==> src/rtl/neuron_layer_ctrl.sv <==
// Sequencer for one fully-connected layer of two-input neurons.
// A single combinational neuron is time-multiplexed over all indices.
module neuron_layer_ctrl #(
    parameter int N_NEURONS = 4,
    parameter int IDXW      = 2
) (
    input  logic                   clk,
    input  logic                   rst,
    input  logic                   cfg_we,
    input  logic [IDXW-1:0]        cfg_idx,
    input  logic [1:0]             cfg_sel,
    input  logic signed [31:0]     cfg_wdata,
    output logic                   cfg_err,
    input  logic                   in_valid,
    output logic                   in_ready,
    input  logic signed [31:0]     in_x1,
    input  logic signed [31:0]     in_x2,
    output logic signed [31:0]     n_b,
    output logic signed [31:0]     n_x1,
    output logic signed [31:0]     n_w1,
    output logic signed [31:0]     n_x2,
    output logic signed [31:0]     n_w2,
    input  logic signed [31:0]     n_out,
    output logic                   out_valid,
    input  logic                   out_ready,
    output logic signed [31:0]     out_data,
    output logic [IDXW-1:0]        out_idx,
    output logic                   out_last,
    output logic                   busy
);

    typedef enum logic [1:0] {
        S_IDLE,
        S_DRIVE,
        S_OUT
    } state_t;

    localparam logic [IDXW:0]   LP_NUM  = (IDXW+1)'(N_NEURONS);
    localparam logic [IDXW-1:0] LP_LAST = IDXW'(N_NEURONS - 1);

    state_t r_state;
    state_t w_next;

    logic signed [31:0] r_bias [N_NEURONS];
    logic signed [31:0] r_w1   [N_NEURONS];
    logic signed [31:0] r_w2   [N_NEURONS];

    logic signed [31:0] r_x1;
    logic signed [31:0] r_x2;
    logic [IDXW-1:0]    r_idx;
    logic signed [31:0] r_out_data;
    logic [IDXW-1:0]    r_out_idx;
    logic               r_out_last;
    logic               r_out_valid;
    logic               r_cfg_err;

    logic               w_in_ready;
    logic               w_accept;
    logic               w_cfg_ok;
    logic [IDXW-1:0]    w_op_idx;

    assign w_in_ready = (r_state == S_IDLE) && !cfg_we;
    assign w_accept   = in_valid && w_in_ready;
    assign w_cfg_ok   = cfg_we && (r_state == S_IDLE) &&
                        (cfg_sel != 2'd3) &&
                        ({1'b0, cfg_idx} < LP_NUM);

    // Idle presents neuron 0 so the operand bus is never stale.
    assign w_op_idx = (r_state == S_IDLE) ? '0 : r_idx;

    assign n_b  = r_bias[w_op_idx];
    assign n_w1 = r_w1[w_op_idx];
    assign n_w2 = r_w2[w_op_idx];
    assign n_x1 = r_x1;
    assign n_x2 = r_x2;

    assign in_ready  = w_in_ready;
    assign busy      = (r_state != S_IDLE);
    assign out_valid = r_out_valid;
    assign out_data  = r_out_data;
    assign out_idx   = r_out_idx;
    assign out_last  = r_out_last;
    assign cfg_err   = r_cfg_err;

    always_ff @(posedge clk or posedge rst) begin
        if (rst) begin
            r_state <= S_IDLE;
        end else begin
            r_state <= w_next;
        end
    end

    always_comb begin
        w_next = r_state;
        unique case (r_state)
            S_IDLE: begin
                if (w_accept) begin
                    w_next = S_DRIVE;
                end
            end
            S_DRIVE: begin
                w_next = S_OUT;
            end
            S_OUT: begin
                if (out_ready) begin
                    w_next = r_out_last ? S_IDLE : S_DRIVE;
                end
            end
            default: begin
                w_next = S_IDLE;
            end
        endcase
    end

    always_ff @(posedge clk or posedge rst) begin
        if (rst) begin
            for (int i = 0; i < N_NEURONS; i++) begin
                r_bias[i] <= '0;
                r_w1[i]   <= '0;
                r_w2[i]   <= '0;
            end
        end else if (w_cfg_ok) begin
            case (cfg_sel)
                2'd0:    r_bias[cfg_idx] <= cfg_wdata;
                2'd1:    r_w1[cfg_idx]   <= cfg_wdata;
                2'd2:    r_w2[cfg_idx]   <= cfg_wdata;
                default: ;
            endcase
        end
    end

    always_ff @(posedge clk or posedge rst) begin
        if (rst) begin
            r_x1        <= '0;
            r_x2        <= '0;
            r_idx       <= '0;
            r_out_data  <= '0;
            r_out_idx   <= '0;
            r_out_last  <= 1'b0;
            r_out_valid <= 1'b0;
            r_cfg_err   <= 1'b0;
        end else begin
            r_cfg_err <= cfg_we && !w_cfg_ok;
            unique case (r_state)
                S_IDLE: begin
                    if (w_accept) begin
                        r_x1  <= in_x1;
                        r_x2  <= in_x2;
                        r_idx <= '0;
                    end
                end
                S_DRIVE: begin
                    r_out_data  <= n_out;
                    r_out_idx   <= r_idx;
                    r_out_last  <= (r_idx == LP_LAST);
                    r_out_valid <= 1'b1;
                end
                S_OUT: begin
                    if (out_ready) begin
                        r_out_valid <= 1'b0;
                        if (!r_out_last) begin
                            r_idx <= r_idx + IDXW'(1);
                        end
                    end
                end
                default: ;
            endcase
        end
    end

endmodule
==> config.mk <==
export PLATFORM = sky130hd
export DESIGN_NAME = neuron_layer_ctrl
export DESIGN_NICKNAME = d
export VERILOG_FILES = /design/src/rtl/neuron_layer_ctrl.sv
export SDC_FILE = /design/constraint.sdc
export NUM_CORES = 1
export LEC_CHECK = 0
export ABC_CLOCK_PERIOD_IN_PS = 47100
export BUFFER_PORTS_ARGS = -buffer_cell sky130_fd_sc_hd__buf_4
export CAP_MARGIN = 0
export CORE_ASPECT_RATIO = 1.5
export CORE_MARGIN = 2
export CORE_UTILIZATION = 45
export DETAILED_ROUTE_END_ITERATION = 12
export GPL_ROUTABILITY_DRIVEN = 0
export PLACE_DENSITY = 0.65
export SETUP_SLACK_MARGIN = 0.2
export SYNTH_ARGS = -nofsm -noshare
export SYNTH_HDL_FRONTEND = slang
export SYNTH_SLANG_ARGS = --single-unit
==> constraint.sdc <==
create_clock -name clk -period 47.1 [get_ports clk]
set_input_delay 9.42 -clock clk [delete_from_list [all_inputs] [get_ports clk]]
set_output_delay 9.42 -clock clk [all_outputs]
set_load 0.05 [all_outputs]
After elaboration in Yosys (flattened, before gate mapping)
Index checks and enable logic that the tools add are counted.
Word-level totals
  input port bits: 137
  logic and storage cells: 81
  register bits after elaboration: 489
  output and inout bits: 199
Operators by class
  order comparisons: 3
  equality and inequality tests: 9
  mux-type cells: 25
  bitwise operators: 2
  reduce and logical (&&, ||, !) cells: 20
  $add $sub $neg: 1
Operator list (count)
  $bwmux 128: 3
  $mux 32: 7
  $bmux 32 s2: 3
  $demux 32 s2: 1
  $mux 2: 6
  $reduce_and 2->1: 6
  $ne 2x2->1 const B: 4
  $eq 2x2->1 const B: 3
  $ge 3x3->1 const B: 2
  $logic_and 1x1->1: 6
  $not 2->3: 2
  $pmux 2 s3: 1
  $reduce_bool 2->1: 3
  $eq 2x1->1 const B: 2
  $logic_not 2->1: 2
  $pmux 2 s2: 1
  $reduce_and 4->1: 1
  $lt 3x1->1 const B: 1
  $add 2x1->2 const B: 1
  $logic_not 1->1: 2
  $mux 1: 2
  $pmux 1 s2: 1

Logic depth before layout (Yosys ltp)
Gate-level depths: netlist (run 1).
  depth in word-level cells: 6
  gate-level depth with buffers: 8
  mapped depth without buffers: 3

Worst setup path after synthesis (run 1)
No wires, ideal clock.
  path type: input-to-output
  from: input port cfg_we
  to: output port in_ready
  cell stages on the path: 1
  slack: 27.606 ns
  data required time: 37.680 ns
  arrival: 10.074 ns
  buffers on the path: 0
  path through: nor2_1
Between the ends
  cells in the longest elaborated chain, start to end: 2
Ends and longest elaborated chain
  from (decl): line 9  | input logic cfg_we,
  $logic_not 1->1: line 62  | assign w_in_ready = (r_state == S_IDLE) && !cfg_we;
  $logic_and 1x1->1: line 62
  to (decl): line 15  | output logic in_ready,
Every way passes these cells.

Worst setup path in the final report (run 1)
Same ends and word-level chain as after synthesis.

==> results.cfg, run 1 <==
[route]
drcViolationCount = 0
drt_iter0_markers = 728
wl_per_cell_um = 23.0
wl_mm = 53.7
vias_per_cell = 5.56
drtAntennaViolNets = 0
dr.pass1.iters = 5
vias = 12992

[setup_path]
reg2reg_slack_ns = 43.96
crit_chain = buf_4, nor2_1, buf_4
crit_path_start = cfg_we
critical_path_class = input pin to output pin
worstReg2RegEnd = r_w2[50]$_DFFE_PP0P_
path_common_cell = buf_4
slowest_stage = buf_4
reg2reg_from = r_state[1]$_DFFE_PP0P_
crit_buf_inv = 2
path_depth = 3
cp.arrival_ns = 9.89
worstPathMaxFanout = 6
worst_setup_path_start_kind = input pin
reg2regPathDepth = 4
cp-end-kind = output pin
path_delay_family = buffers and inverters
cp.required_ns = 37.68
slowest_delay_ns = 0.21
worstSetupEndpoint = in_ready

[sta]
worst_slew_pin_slew_ns = 1.06
setup_ws_ns = 27.79
drv_slew = 0
hold_viol = 0
finalClockSkew_ns = 0.00792
setup_viol = 0
fin_crit_sh = 0.410
fmax_mhz = 51.8
fin_tns_setup_ns = 0
slew_headroom = 0.286
min_period_ns = 19.31
rsz0062_at_grt = no

[cts]
clkTransAtPathRegs_ns = 0.06
cts_setup_buffers = 0
worstSkewPairLatency_ns = 0.56
cts_htree_levels = 2
numClockSinks = 489
cts_made_buffers = 47
cts_tree = done
cts_root_buf = clkbuf_16
hold_buffers = 0
ctsLongestPathBuffers = 3
ctsResizeCount = 0

[finish]
stdcell_count = 2337
antenna_cells = 0
fin_nets = 1848
drive_above_1_share = 0.587
syn2layout_area_growth_pct = 21.4

[place]
pre_cts_slack_ns = 27.79
io_buffers = 335
hpwlAfterDp_mm = 32.7
dp_cells = 2255

[floorplanning]
rows = 97
start_util = 0.452
die_w_um = 181
fp.dieArea_mm2 = 0.0485
core_area_mm2 = 0.0465
die_h_um = 269
io_pins = 336

[global_routing]
grt_overflow = 0
antenna_found_initial = 0
grt_usage = 0.220
grt_pass1_vias = 14288
grt_max_degree = 170
grt_pass1_wl_mm = 83.6

[status]
outcome = complete, no violations

[yosys]
synth_simple_gate_area_frac = 0.0274
synth-adder-area-share = 0.000595
synth-xor-area-share = 0
ys_ff_latch = 489
async_flop_share = 1.00
syn_nets = 1571
yosysUniqueCellTypes = 31
synthCells = 1433
synth_top_family_by_area = multiplexers
synth_edf_count = 0
synth_compound_area_frac = 0.0532
synth.largest_area_cell = dfrtp_1
yosysWarnings = 0
syn_area_mm2 = 0.0210
synthMostInstantiatedCell = dfrtp_1
synthFlopType = dfrtp_1
synth_common_cells = dfrtp_1, mux2_2, clkbuf_1, nand2_1
yosys.area.top_type_share = 0.582
synth.mux.area_fraction = 0.310
yosysSeqAreaShare = 0.582
avgSynthCellArea_um2 = 14.7
synthTopCellsByArea = dfrtp_1, mux2_2, o221a_2, mux2i_1, mux2_4

[worst_hold_path]
hp-class = register to register

[run]
cap_violations = 0

[power]
leakage_nw = 11.8
powerDensity_mw_per_mm2 = 86.2
max-vdd-ir-drop_mv = 0.0591
[power by group]
group	internal [W]	switching, W	leakage [nW]	total [W]
Clock	0.000215	0.000158	0.744	0.000373
Combinational	0.000426	0.000677	4.92	0.00110
Sequential	0.000619	0.000105	6.10	0.000724
Total	0.00126	0.000939	11.8	0.00220
[worst min path at each step]
stage	startpoint	endpoint	slack, ns	cells past startpoint
5_1_grt	r_w2[117]$_DFFE_PP0P_	r_w2[117]$_DFFE_PP0P_	0.51	1
6_report	r_w1[84]$_DFFE_PP0P_	r_w1[84]$_DFFE_PP0P_	0.49	1
3_5_place_dp	r_w1[84]$_DFFE_PP0P_	r_w1[84]$_DFFE_PP0P_	0.48	1
2_1_floorplan	r_w1[80]$_DFFE_PP0P_	r_w1[80]$_DFFE_PP0P_	0.46	1
3_3_place_gp	r_w1[85]$_DFFE_PP0P_	r_w1[85]$_DFFE_PP0P_	0.47	1
4_1_cts	r_w1[84]$_DFFE_PP0P_	r_w1[84]$_DFFE_PP0P_	0.49	1
[sequential cells by signal, indices dropped and copies added (netlist names)]
register   count
out_idx        2
cfg_err        1
out_data      32
out_valid      1
r_bias       128
n_x2          32
r_w1         128
n_x1          32
r_state        2
r_idx          2
out_last       1
r_w2         128
[per-layer routing]
| metal | global-route usage | vias to the layer above | wire length, um |
|---|---|---|---|
| met2 | 0.395 | 350 | 27600 |
| li1 | - | 5729 | - |
| met5 | 0 | - | 0 |
| met3 | 0.0471 | 86 | 3030 |
| met4 | 0.0658 | 0 | 1400 |
| met1 | 0.267 | 6827 | 21600 |
[metrics by stage]
step           total power (W)  area [um2]  utilization  hold slack, ns
2_1_floorplan          0.00152       21000            -           0.459
3_3_place_gp           0.00182       24000        0.517           0.469
3_5_place_dp           0.00184       24000        0.517           0.480
4_1_cts                0.00222       25500        0.549           0.494
5_1_grt                0.00231       25500        0.549           0.512
6_report               0.00220       25500        0.549           0.492
[cell usage in the layout (no fill, tap or decap), types with 2 or more instances in the layout]
master     synthesis  final
mux2_1             4      4
nand4b_1           2      2
nand3_2            0      2
clkbuf_16          0     49
clkbuf_8           0      9
bufinv_16          0      2
a21oi_1            3      3
nor2b_1            3      2
nand2_1           98     98
clkbuf_1          98     13
o221a_2           96     96
or4b_4             1      2
and4b_2            0      2
nand3b_1           2      2
dfrtp_1          489    488
mux2i_1           96     96
o21a_4             0      2
clkinv_2           0      8
nor2_1             4      3
nor3b_1            2      2
or2_2              2      2
buf_4              0    359
inv_1              3      2
mux2_2           450    450
mux2_4            30     30
[area by class of cell]
cell class | count | area [um2]
clock inverter | 11 | 108
sequential | 489 | 12200
inverter | 3 | 18.8
clock buffer | 71 | 1400
timing repair buffer | 360 | 2720
fill | 3939 | 21000
multi-input combinational | 809 | 8300
tap | 594 | 743
[kinds of logic after synthesis]
logic type,count (synthesis)
buf+inv,135
simple gates,126
mux,580
flops,489
fa+ha+maj,1
compound gates,102
Power figures use the tool's default switching activity.
==> inputs of run 2 (changes only) <==
ABC_CLOCK_PERIOD_IN_PS = 16550   (was 47100)
PLACE_DENSITY = 0.67   (was 0.65)
clock period = 16.55 ns   (was 47.1 ns; I/O delays follow)
==> run 2 against run 1 <==
Effect of this change: first-iteration DRC count down 2.3%; via count decreased by 0.47%; design area rose by 0.81%; sequential share of layout area fell by 0.38 points; sequential power grew to 2.9 times the previous value; final cell count grew 0.21%; critical path depth increased by 2.
==> results.cfg, run 2 (synthesis results as in run 1) <==
[finish]
design_area_mm2 = 0.0257
layout_commonest_cell = dfrtp_1
syn2layout_area_growth_pct = 22.3
final_cell_mix = dfrtp_1, mux2_2, buf_4
drive_above_1_share = 0.590
largestRegisters = r_bias (128), r_w1 (128), r_w2 (128)
stdcell_count = 2342
antenna_cells = 0
fin_nets = 1848
post-route-util = 0.554

[sta]
finalClockSkew_ns = 0.0198
hold_viol = 0
setup_viol = 0
fin_tns_setup_ns = 0
drv_slew = 0
slew_headroom = 0.257
min_period_ns = 7.75
rsz0062_at_grt = no
fin_crit_sh = 0.468
worst_slew_pin_slew_ns = 1.11
fmax_mhz = 129

[setup_path]
path_common_cell = buf_4
cp.required_ns = 13.24
slowest_delay_ns = 1.04
cp-end-kind = output pin
critical_path_class = register to output pin
cp.arrival_ns = 4.44
crit_buf_inv = 3
crit_chain = buf_4, o21a_4, buf_4, o221a_2, buf_4
worst_setup_path_start_kind = register
reg2regPathDepth = 3
reg2reg_from = r_state[0]$_DFFE_PP0P_
reg2reg_slack_ns = 13.70
slowest_stage = dfrtp_4
worstReg2RegEnd = r_w1[46]$_DFFE_PP0P_
worstPathMaxFanout = 56
path_delay_family = buffers and inverters

[cts]
hold_buffers = 0
cts_root_buf = clkbuf_16
ctsResizeCount = 0
cts_setup_buffers = 0
cts_htree_levels = 2
cts_tree = done
cts_made_buffers = 48
numClockSinks = 489
worstSkewPairLatency_ns = 0.56
clkTransAtPathRegs_ns = 0.06
ctsLongestPathBuffers = 3

[global_routing]
top_usage_layer = met2
grt_usage = 0.222
grt_max_degree = 201
grt_pass1_wl_mm = 84.2
grt_overflow = 0
antenna_found_initial = 0
use_met2 = 0.398
grtUsageMet3 = 0.0435
use_met1 = 0.270
grt_pass1_vias = 14111

[floorplanning]
io_pins = 336
die_h_um = 269
die_w_um = 181
start_util = 0.452
rows = 97
core_area_mm2 = 0.0465
fp.dieArea_mm2 = 0.0485

[route]
dr.pass1.iters = 4
vias_per_cell = 5.52
wl_mm = 54.1
drtAntennaViolNets = 0
drt_iter0_markers = 711
wl_per_cell_um = 23.1
drcViolationCount = 0
vias = 12931

[worst_hold_path]
hp-class = register to register
holdPathEnd = r_w2[55]$_DFFE_PP0P_
holdPathStages = 1
min_from = r_w2[55]$_DFFE_PP0P_

[power]
leakage_nw = 11.8
powerDensity_mw_per_mm2 = 248
finalPower_w = 0.00637
max-vdd-ir-drop_mv = 0.161

[status]
outcome = complete, no violations

[place]
io_buffers = 335
placed_cell_area_mm2 = 0.0240
dp_cells = 2254
hpwlAfterDp_mm = 34.6

[run]
cap_violations = 0
==> run 2: metrics by stage <==
step | hold WS (ns) | worst slack [ns]
4_1_cts | 0.506 | 8.80
6_report | 0.504 | 8.80
5_1_grt | 0.511 | 8.63
3_3_place_gp | 0.486 | 9.47
2_1_floorplan | 0.459 | 6.61
3_5_place_dp | 0.491 | 9.44
==> run 2: worst register-to-register path: cells and delay by family, from the launching register on <==
family	cells	cell delay, ns
mux	1	0.44
flops	1	0.49
simple gates	2	1.80
==> run 2: worst max path at each step <==
stage                               startpoint           endpoint  slack (ns)  cells past startpoint
after global placement                  cfg_we           in_ready        9.47                      3
after CTS                 r_idx[0]$_DFFE_PP0P_           n_w1[30]        8.80                      5
after floorplan                            rst  cfg_err$_DFF_PP0_        6.61                      1
after global routing      r_idx[0]$_DFFE_PP0P_           n_w1[27]        8.63                      5
after detailed placement  r_idx[0]$_DFFE_PP0P_           n_w1[30]        9.44                      5
final                     r_idx[0]$_DFFE_PP0P_           n_w1[22]        8.80                      5
==> run 2: final cells by class <==
| cell class | instances | area (um2) |
|---|---|---|
| fill | 3873 | 20800 |
| tap | 594 | 743 |
| clock buffer | 69 | 1410 |
| sequential | 489 | 12200 |
| clock inverter | 19 | 318 |
| inverter | 3 | 15.0 |
| timing repair buffer | 359 | 2710 |
| multi-input combinational | 809 | 8300 |
==> run 2: power by group <==
part | switching (W) | internal, W
clock | 0.000466 | 0.000719
combinational | 0.00186 | 0.00121
sequential | 0.000348 | 0.00176
==> run 2: routing by layer <==
| layer | wire length [um] | share of wire |
|---|---|---|
| met5 | 0 | 0 |
| met3 | 3080 | 0.057 |
| met4 | 1430 | 0.026 |
| met1 | 21300 | 0.39 |
| met2 | 28300 | 0.52 |
